===== src/rtl/trace_uart_tx_pkg.sv =====
// Shared definitions for the trace UART transmitter: frame layout, sync byte default,
// serialiser state encoding and the overflow counter helper.
package trace_uart_tx_pkg;

    localparam int unsigned FRAME_BYTES       = 5;
    localparam logic [7:0]  SYNC_BYTE_DEFAULT = 8'hA5;

    typedef enum logic [1:0] {
        ST_IDLE  = 2'd0,
        ST_START = 2'd1,
        ST_DATA  = 2'd2,
        ST_STOP  = 2'd3
    } tx_state_e;

    function automatic logic [7:0] sat_inc8(input logic [7:0] v);
        return (v == 8'hFF) ? v : v + 8'd1;
    endfunction

endpackage


===== src/rtl/trace_fifo.sv =====
// Synchronous snapshot FIFO; an extra pointer bit tells full from empty.
// A push while full is accepted only when a pop frees a slot on the same edge.
module trace_fifo #(
    parameter int WIDTH = 32,
    parameter int DEPTH = 4
) (
    input  logic             clk,
    input  logic             reset,
    input  logic             push,
    input  logic             pop,
    input  logic [WIDTH-1:0] wdata,
    output logic [WIDTH-1:0] rdata,
    output logic             full,
    output logic             empty
);

    localparam int AW = (DEPTH > 1) ? $clog2(DEPTH) : 1;
    localparam logic [AW:0] PTR_ONE = {{AW{1'b0}}, 1'b1};

    logic [WIDTH-1:0] mem_q [DEPTH];
    logic [AW:0]      wr_ptr_q, wr_ptr_d;
    logic [AW:0]      rd_ptr_q, rd_ptr_d;
    logic             wr_en, rd_en;

    assign empty = (wr_ptr_q == rd_ptr_q);
    assign full  = (wr_ptr_q[AW] != rd_ptr_q[AW]) &&
                   (wr_ptr_q[AW-1:0] == rd_ptr_q[AW-1:0]);
    assign rdata = mem_q[rd_ptr_q[AW-1:0]];

    always_comb begin
        wr_en    = push && (!full || pop);
        rd_en    = pop && !empty;
        wr_ptr_d = wr_en ? wr_ptr_q + PTR_ONE : wr_ptr_q;
        rd_ptr_d = rd_en ? rd_ptr_q + PTR_ONE : rd_ptr_q;
    end

    always_ff @(posedge clk or posedge reset) begin
        if (reset) begin
            wr_ptr_q <= '0;
            rd_ptr_q <= '0;
        end else begin
            wr_ptr_q <= wr_ptr_d;
            rd_ptr_q <= rd_ptr_d;
        end
    end

    always_ff @(posedge clk) begin
        if (wr_en) begin
            mem_q[wr_ptr_q[AW-1:0]] <= wdata;
        end
    end

endmodule


===== src/rtl/trace_uart_tx.sv =====
// Captures {pc, A, B, ALU} on every PC change, queues snapshots and sends each one as
// a 5-byte 8N1 frame (SYNC, pc, A, B, ALU) on a registered, idle-high tx pin.
module trace_uart_tx
    import trace_uart_tx_pkg::*;
#(
    parameter int                DATA_W       = 8,
    parameter int                DEPTH        = 4,
    parameter int                CLKS_PER_BIT = 4,
    parameter logic [DATA_W-1:0] SYNC_BYTE    = SYNC_BYTE_DEFAULT
) (
    input  logic              clk,
    input  logic              reset,
    input  logic              trace_en,
    input  logic [DATA_W-1:0] pc_in,
    input  logic [DATA_W-1:0] rega_in,
    input  logic [DATA_W-1:0] regb_in,
    input  logic [DATA_W-1:0] alu_in,
    output logic              tx,
    output logic              busy,
    output logic [7:0]        overflow_cnt
);

    localparam int FW     = 4 * DATA_W;
    localparam int BAUD_W = (CLKS_PER_BIT > 1) ? $clog2(CLKS_PER_BIT) : 1;
    localparam int BIT_W  = (DATA_W > 1) ? $clog2(DATA_W) : 1;
    localparam int BYTE_W = $clog2(FRAME_BYTES);

    tx_state_e         state_q, state_d;
    logic [BAUD_W-1:0] baud_q, baud_d;
    logic [BIT_W-1:0]  bit_q, bit_d;
    logic [BYTE_W-1:0] byte_q, byte_d;
    logic              tx_q, tx_d;
    logic              pc_valid_q, pc_valid_d;
    logic [7:0]        ovf_q, ovf_d;
    logic [DATA_W-1:0] pc_last_q, pc_last_d;
    logic [FW-1:0]     frame_q, frame_d;

    logic              capture, pop, baud_last;
    logic              fifo_full, fifo_empty;
    logic [FW-1:0]     fifo_rdata;
    logic [DATA_W-1:0] cur_byte;

    trace_fifo #(
        .WIDTH (FW),
        .DEPTH (DEPTH)
    ) u_fifo (
        .clk   (clk),
        .reset (reset),
        .push  (capture),
        .pop   (pop),
        .wdata ({pc_in, rega_in, regb_in, alu_in}),
        .rdata (fifo_rdata),
        .full  (fifo_full),
        .empty (fifo_empty)
    );

    // pc_last tracks every capture, including those the FIFO has to drop
    always_comb begin
        capture    = trace_en && (!pc_valid_q || (pc_in != pc_last_q));
        pop        = (state_q == ST_IDLE) && !fifo_empty;
        pc_last_d  = capture ? pc_in : pc_last_q;
        pc_valid_d = pc_valid_q || capture;
        ovf_d      = (capture && fifo_full && !pop) ? sat_inc8(ovf_q) : ovf_q;
        frame_d    = pop ? fifo_rdata : frame_q;
    end

    always_comb begin
        case (byte_q)
            BYTE_W'(1): cur_byte = frame_q[FW-1 -: DATA_W];
            BYTE_W'(2): cur_byte = frame_q[3*DATA_W-1 -: DATA_W];
            BYTE_W'(3): cur_byte = frame_q[2*DATA_W-1 -: DATA_W];
            BYTE_W'(4): cur_byte = frame_q[DATA_W-1:0];
            default:    cur_byte = SYNC_BYTE;
        endcase
    end

    always_comb begin
        state_d   = state_q;
        baud_d    = baud_q;
        bit_d     = bit_q;
        byte_d    = byte_q;
        tx_d      = 1'b1;
        baud_last = (baud_q == BAUD_W'(CLKS_PER_BIT - 1));

        case (state_q)
            ST_IDLE: begin
                baud_d = '0;
                if (!fifo_empty) begin
                    state_d = ST_START;
                    byte_d  = '0;
                    bit_d   = '0;
                end
            end
            ST_START: begin
                tx_d = 1'b0;
                if (baud_last) begin
                    baud_d  = '0;
                    bit_d   = '0;
                    state_d = ST_DATA;
                end else begin
                    baud_d = baud_q + BAUD_W'(1);
                end
            end
            ST_DATA: begin
                tx_d = cur_byte[bit_q];
                if (baud_last) begin
                    baud_d = '0;
                    if (bit_q == BIT_W'(DATA_W - 1)) begin
                        state_d = ST_STOP;
                    end else begin
                        bit_d = bit_q + BIT_W'(1);
                    end
                end else begin
                    baud_d = baud_q + BAUD_W'(1);
                end
            end
            ST_STOP: begin
                if (baud_last) begin
                    baud_d = '0;
                    if (byte_q == BYTE_W'(FRAME_BYTES - 1)) begin
                        state_d = ST_IDLE;
                    end else begin
                        byte_d  = byte_q + BYTE_W'(1);
                        state_d = ST_START;
                    end
                end else begin
                    baud_d = baud_q + BAUD_W'(1);
                end
            end
            default: state_d = ST_IDLE;
        endcase
    end

    always_ff @(posedge clk or posedge reset) begin
        if (reset) begin
            state_q    <= ST_IDLE;
            baud_q     <= '0;
            bit_q      <= '0;
            byte_q     <= '0;
            tx_q       <= 1'b1;
            pc_valid_q <= 1'b0;
            ovf_q      <= 8'h00;
        end else begin
            state_q    <= state_d;
            baud_q     <= baud_d;
            bit_q      <= bit_d;
            byte_q     <= byte_d;
            tx_q       <= tx_d;
            pc_valid_q <= pc_valid_d;
            ovf_q      <= ovf_d;
        end
    end

    // Payload registers carry no reset; pc_valid and the FSM qualify their use
    always_ff @(posedge clk) begin
        pc_last_q <= pc_last_d;
        frame_q   <= frame_d;
    end

    assign tx           = tx_q;
    assign busy         = (state_q != ST_IDLE) || !fifo_empty;
    assign overflow_cnt = ovf_q;

endmodule


===== config.mk =====
export PLATFORM = sky130hd
export DESIGN_NAME = trace_uart_tx
export DESIGN_NICKNAME = d
export VERILOG_FILES = /design/src/rtl/trace_uart_tx_pkg.sv /design/src/rtl/trace_fifo.sv /design/src/rtl/trace_uart_tx.sv
export SDC_FILE = /design/constraint.sdc
export NUM_CORES = 1
export LEC_CHECK = 0
export CAP_MARGIN = 5
export CORE_UTILIZATION = 35
export CTS_CLUSTER_DIAMETER = 30
export DETAILED_ROUTE_END_ITERATION = 10
export PLACE_DENSITY = 0.53
export SYNTH_ARGS = -nofsm -noshare
export SYNTH_HDL_FRONTEND = slang
export SYNTH_SLANG_ARGS = --single-unit

===== constraint.sdc =====
create_clock -name clk -period 4.2 [get_ports clk]
set_input_delay 0.84 -clock clk [delete_from_list [all_inputs] [get_ports clk]]
set_output_delay 0.84 -clock clk [all_outputs]
set_load 0.02 [all_outputs]

==> results by stage <==
Synth:
- The dominant synthesized flop cell is edfxtp_1.
- The synthesized net count is between 400 and 500.
- After synthesis, the share of flip-flops with an asynchronous set or reset is 13.4%.
- Each instance of the synthesized netlist takes up on average 19.2 µm².
- The synthesized netlist occupies a cell area of roughly 7700 µm².
- The synthesized netlist contains 48 unique library cells.
- The number of standard cells after synthesis is 400.
- The share of the Yosys chip area taken by registers is 74.1%.
- Yosys mapped a number of flops with a built-in enable equal to between 150 and 200.
- The number of warnings printed during yosys synthesis is 0.
- The flip-flop and latch count after synthesis is between 150 and 200.

Critical path:
- STA classifies the critical path endpoint as a register.
- Data on the critical path is required at its endpoint by approximately 4.3 ns.
- In this run the worst path has a maximum fanout of 32.
- The cell type of the slowest stage on the worst timing path is and3_2.
- The signal arrival time at the worst endpoint is 3.20 ns.
- The classification of the worst setup path is in -> reg.
- The kind of start point of the critical path is an input pin.
- On the worst path, the slowest cell contributes a delay of 0.88 ns.
- Walking the worst path, the cells encountered are clkdlybuf4s50_1 -> xor2_1 -> nor4_1 -> nand4_2 -> and2_1 -> and3_2.
- Together, buffers and inverters on the worst path number 1.
- In this design, the largest share of critical-path delay is due to simple AND/OR/NAND/NOR gates.

Worst hold path:
- The path class of the tightest hold or removal check is reg -> reg.

Cells and area:
- The filler cells instantiated in the layout total 1840.
- For this run, the share of the core covered by cells in the final layout is 42.5%.
- The most common cell after layout, fill and taps aside is edfxtp_1.
- The net total in the final layout is 508.
- The count of placed standard cells in the final layout, fillers left out is between 700 and 800.
- The layout overhead on the synthesized area is 17.8%.
- The fraction of final layout cells sized beyond drive strength 1 is between 10% and 20%.
- 0 antenna diodes ended up in the layout.
- The top cell types in the final layout, fill and taps aside, are 168 x edfxtp_1, 44 x clkdlybuf4s50_1, 32 x mux4_2.

Timing:
- Headroom to the max-slew limit came out at between 20 and 30%.
- In the post-route analysis, the smallest setup slack over all paths is between 1 and 1.5 ns.
- After layout, the minimum clock period comes to 3.15 ns.
- The final hold slack is between 0.4 and 0.5 ns.
- The hold violation total from the final report was 0.
- In the finished design, the share of the clock period the worst path needs comes to between 70% and 80%.
- After routing, the total negative slack on setup checks comes to 0 ns.
- The measured slew at the worst slew-check pin is between 1 and 1.5 ns.
- The clock tree skew after final layout is roughly 0.015 ns.
- Timing would allow up to approximately 320 MHz.
- The setup violation total in the final timing report is 0.
- Setup repair after global routing left no endpoint under its margin.
- The max-slew violation count is 0.

Clock tree:
- The clock latency on the worst-skew pair is 0.43 ns.
- The H-tree depth is 4.
- TritonCTS built the clock tree.
- Post-CTS timing repair inserted 0 buffers for setup.
- The root buffer cell is clkbuf_16.
- The number of hold buffers added after CTS was 0.
- The worst-case clock buffer depth is 2.
- The clock net in this run drives a total of ~190 sinks.
- The clock-pin slew on the worst setup and hold paths is 0.07 ns.
- Once the clock tree was built, the resizer swapped 0 gates to a different size.
- The total CTS buffers is 17.

Pwr:
- The net switching power is roughly 1.9 mW.
- The internal power of the cells totals 4.37 mW.
- In this run, the combinational gates consume a little over a quarter of the power.
- Dividing total power by cell area gives a power density of 690 nW/µm².
- The fraction of power consumed by the clock network is 25.8%.
- The sequential share of power is 47.1%.
- The switching share of total power is a little under a third.
- The leakage power is between 3 and 4 nW.
- IR analysis of the VDD net gives a maximum drop of between 0.3 and 0.4 mV.

Global route:
- The initial antenna violation count is 0.
- The first global-routing pass estimated 21800 µm of wire.
- In the global route stage, overall resource usage came out at 13.2%.
- The number of global-route vias before repair is 3852.
- The global route total overflow is 0.
- Entering global routing, the biggest net connects 36 pins.

Route:
- The first detailed-routing pass took 5 iterations.
- The final antenna-violating net count is 0.
- Summed over all layers, the routed wires come to between 10000 and 15000 µm.
- The via count normalized by instance count is 4.96.
- Detailed routing inserted a total of ~3700 vias.
- The DRC violation count after routing is 0.
- The post-detailed-route wirelength per cell is around 18 µm.
- The first routing iteration left slightly below 200 violations.

Outcome:
- The run finished with clean final reports.

Place:
- The final weighted congestion of routability-driven global placement is about 0.75.
- The number of placed instances, taps included, is between 700 and 800.
- Summed over all nets, the half-perimeter wirelength after detailed placement is around 8300 µm.
- The quantity of I/O buffers inserted on ports is 44.
- At the placement stage, the worst setup path has a slack of between 0.5 and 0.6 ns.

Floorplan:
- The die height is around 150 µm.
- The total core area is roughly 21000 µm².
- After floorplanning, the core was divided into 53 placement rows.
- The horizontal extent of the die is 150 µm.
- The full die area is between 20000 and 25000 µm².
- The initial core utilization is a little over a third.
- The top-level port count is 45.

Run:
- The tool flagged a number of max-cap violations equal to 0.
## worst paths after layout
check	from	end	slack [ns]	cells past startpoint
setup / recovery	pc_in[2]	u_fifo.mem_q[2][2]$_DFFE_PP_	1.05	6
hold reg to reg	baud_q[0]$_DFF_PP0_	baud_q[0]$_DFF_PP0_	0.44	1
setup reg to reg	pc_last_q[7]$_DFFE_PN_	u_fifo.mem_q[2][2]$_DFFE_PP_	1.69	5
min in group asynchronous	reset	overflow_cnt[6]$_DFFE_PP0P_	0.98	2
hold / removal	baud_q[0]$_DFF_PP0_	baud_q[0]$_DFF_PP0_	0.44	1
max in group asynchronous	reset	u_fifo.rd_ptr_q[0]$_DFFE_PP0P_	2.50	2
## cells in the mapped netlist, drive strengths merged, types with 2 or more instances
master	n	share of area [%]
nand3	12	0.85
nor2	5	0.24
ha	18	2.9
a31oi	2	0.16
nor3	3	0.20
buf	6	0.59
mux4	32	9.4
nand2b	3	0.24
a21oi	4	0.26
nand4	8	0.93
xor2	9	1.0
a221oi	2	0.23
mux2	4	0.63
dfrtp	25	8.1
and3	7	0.62
o21ai	9	0.59
nand2	16	0.78
o2111ai	4	0.46
clkbuf	8	0.39
inv	13	0.64
o211ai	2	0.20
and2	2	0.16
edfxtp	168	66
a22oi	9	0.88
xnor2	14	1.8
## layer usage
layer,track usage (%),up-vias,wire length (µm)
met2,21.7,62,6960
met5,0,-,0
met3,2.61,17,368
met4,5.45,0,203
met1,17.1,1904,5900
li1,-,1699,-
## logic make-up (layout without fill, tap and decap cells)
logic type / count (synthesis) / after routing / synth area share, %
compound gates: 41 / 41 / 3.99
xor+xnor: 23 / 23 / 2.82
fa+ha+maj: 18 / 18 / 2.93
buf+inv: 27 / 95 / 1.61
flops: 194 / 194 / 74.1
mux: 37 / 37 / 10.1
simple gates: 60 / 60 / 4.36
## area by class of cell
class / count / area (µm²) / area share (%)
Multi-Input combinational cell: 179 / 1880 / 20.7
Clock inverter: 15 / 174 / 1.92
Inverter: 13 / 48.8 / 0.539
Sequential cell: 194 / 5700 / 62.9
Timing Repair Buffer: 50 / 485 / 5.36
Tap cell: 275 / 344 / 3.80
Clock buffer: 17 / 425 / 4.70
## through the flow
stage	cell area, µm²	total power, mW
final	9050	6.25
after global placement	8450	4.70
after floorplan	7680	4.17
after global routing	9050	6.59
after CTS	9050	6.36
after detailed placement	8450	4.73
## power by group through the flow
stage / logic [mW] / clock network, mW / registers [mW]
2_1_floorplan: 1.23 / 0 / 2.94
3_3_place_gp: 1.72 / 0 / 2.97
3_5_place_dp: 1.74 / 0 / 2.99
4_1_cts: 1.75 / 1.66 / 2.95
5_1_grt: 1.86 / 1.72 / 3.00
6_report: 1.69 / 1.61 / 2.94
## registers in the layout, summed over array words and instances (netlist names), 2 cells and up
name	flops
u_fifo.mem_q	128
frame_q	32
baud_q	2
state_q	2
bit_q	3
u_fifo.wr_ptr_q	3
pc_last_q	8
u_fifo.rd_ptr_q	3
overflow_cnt	8
byte_q	3
(Power assumes the default switching activity.)
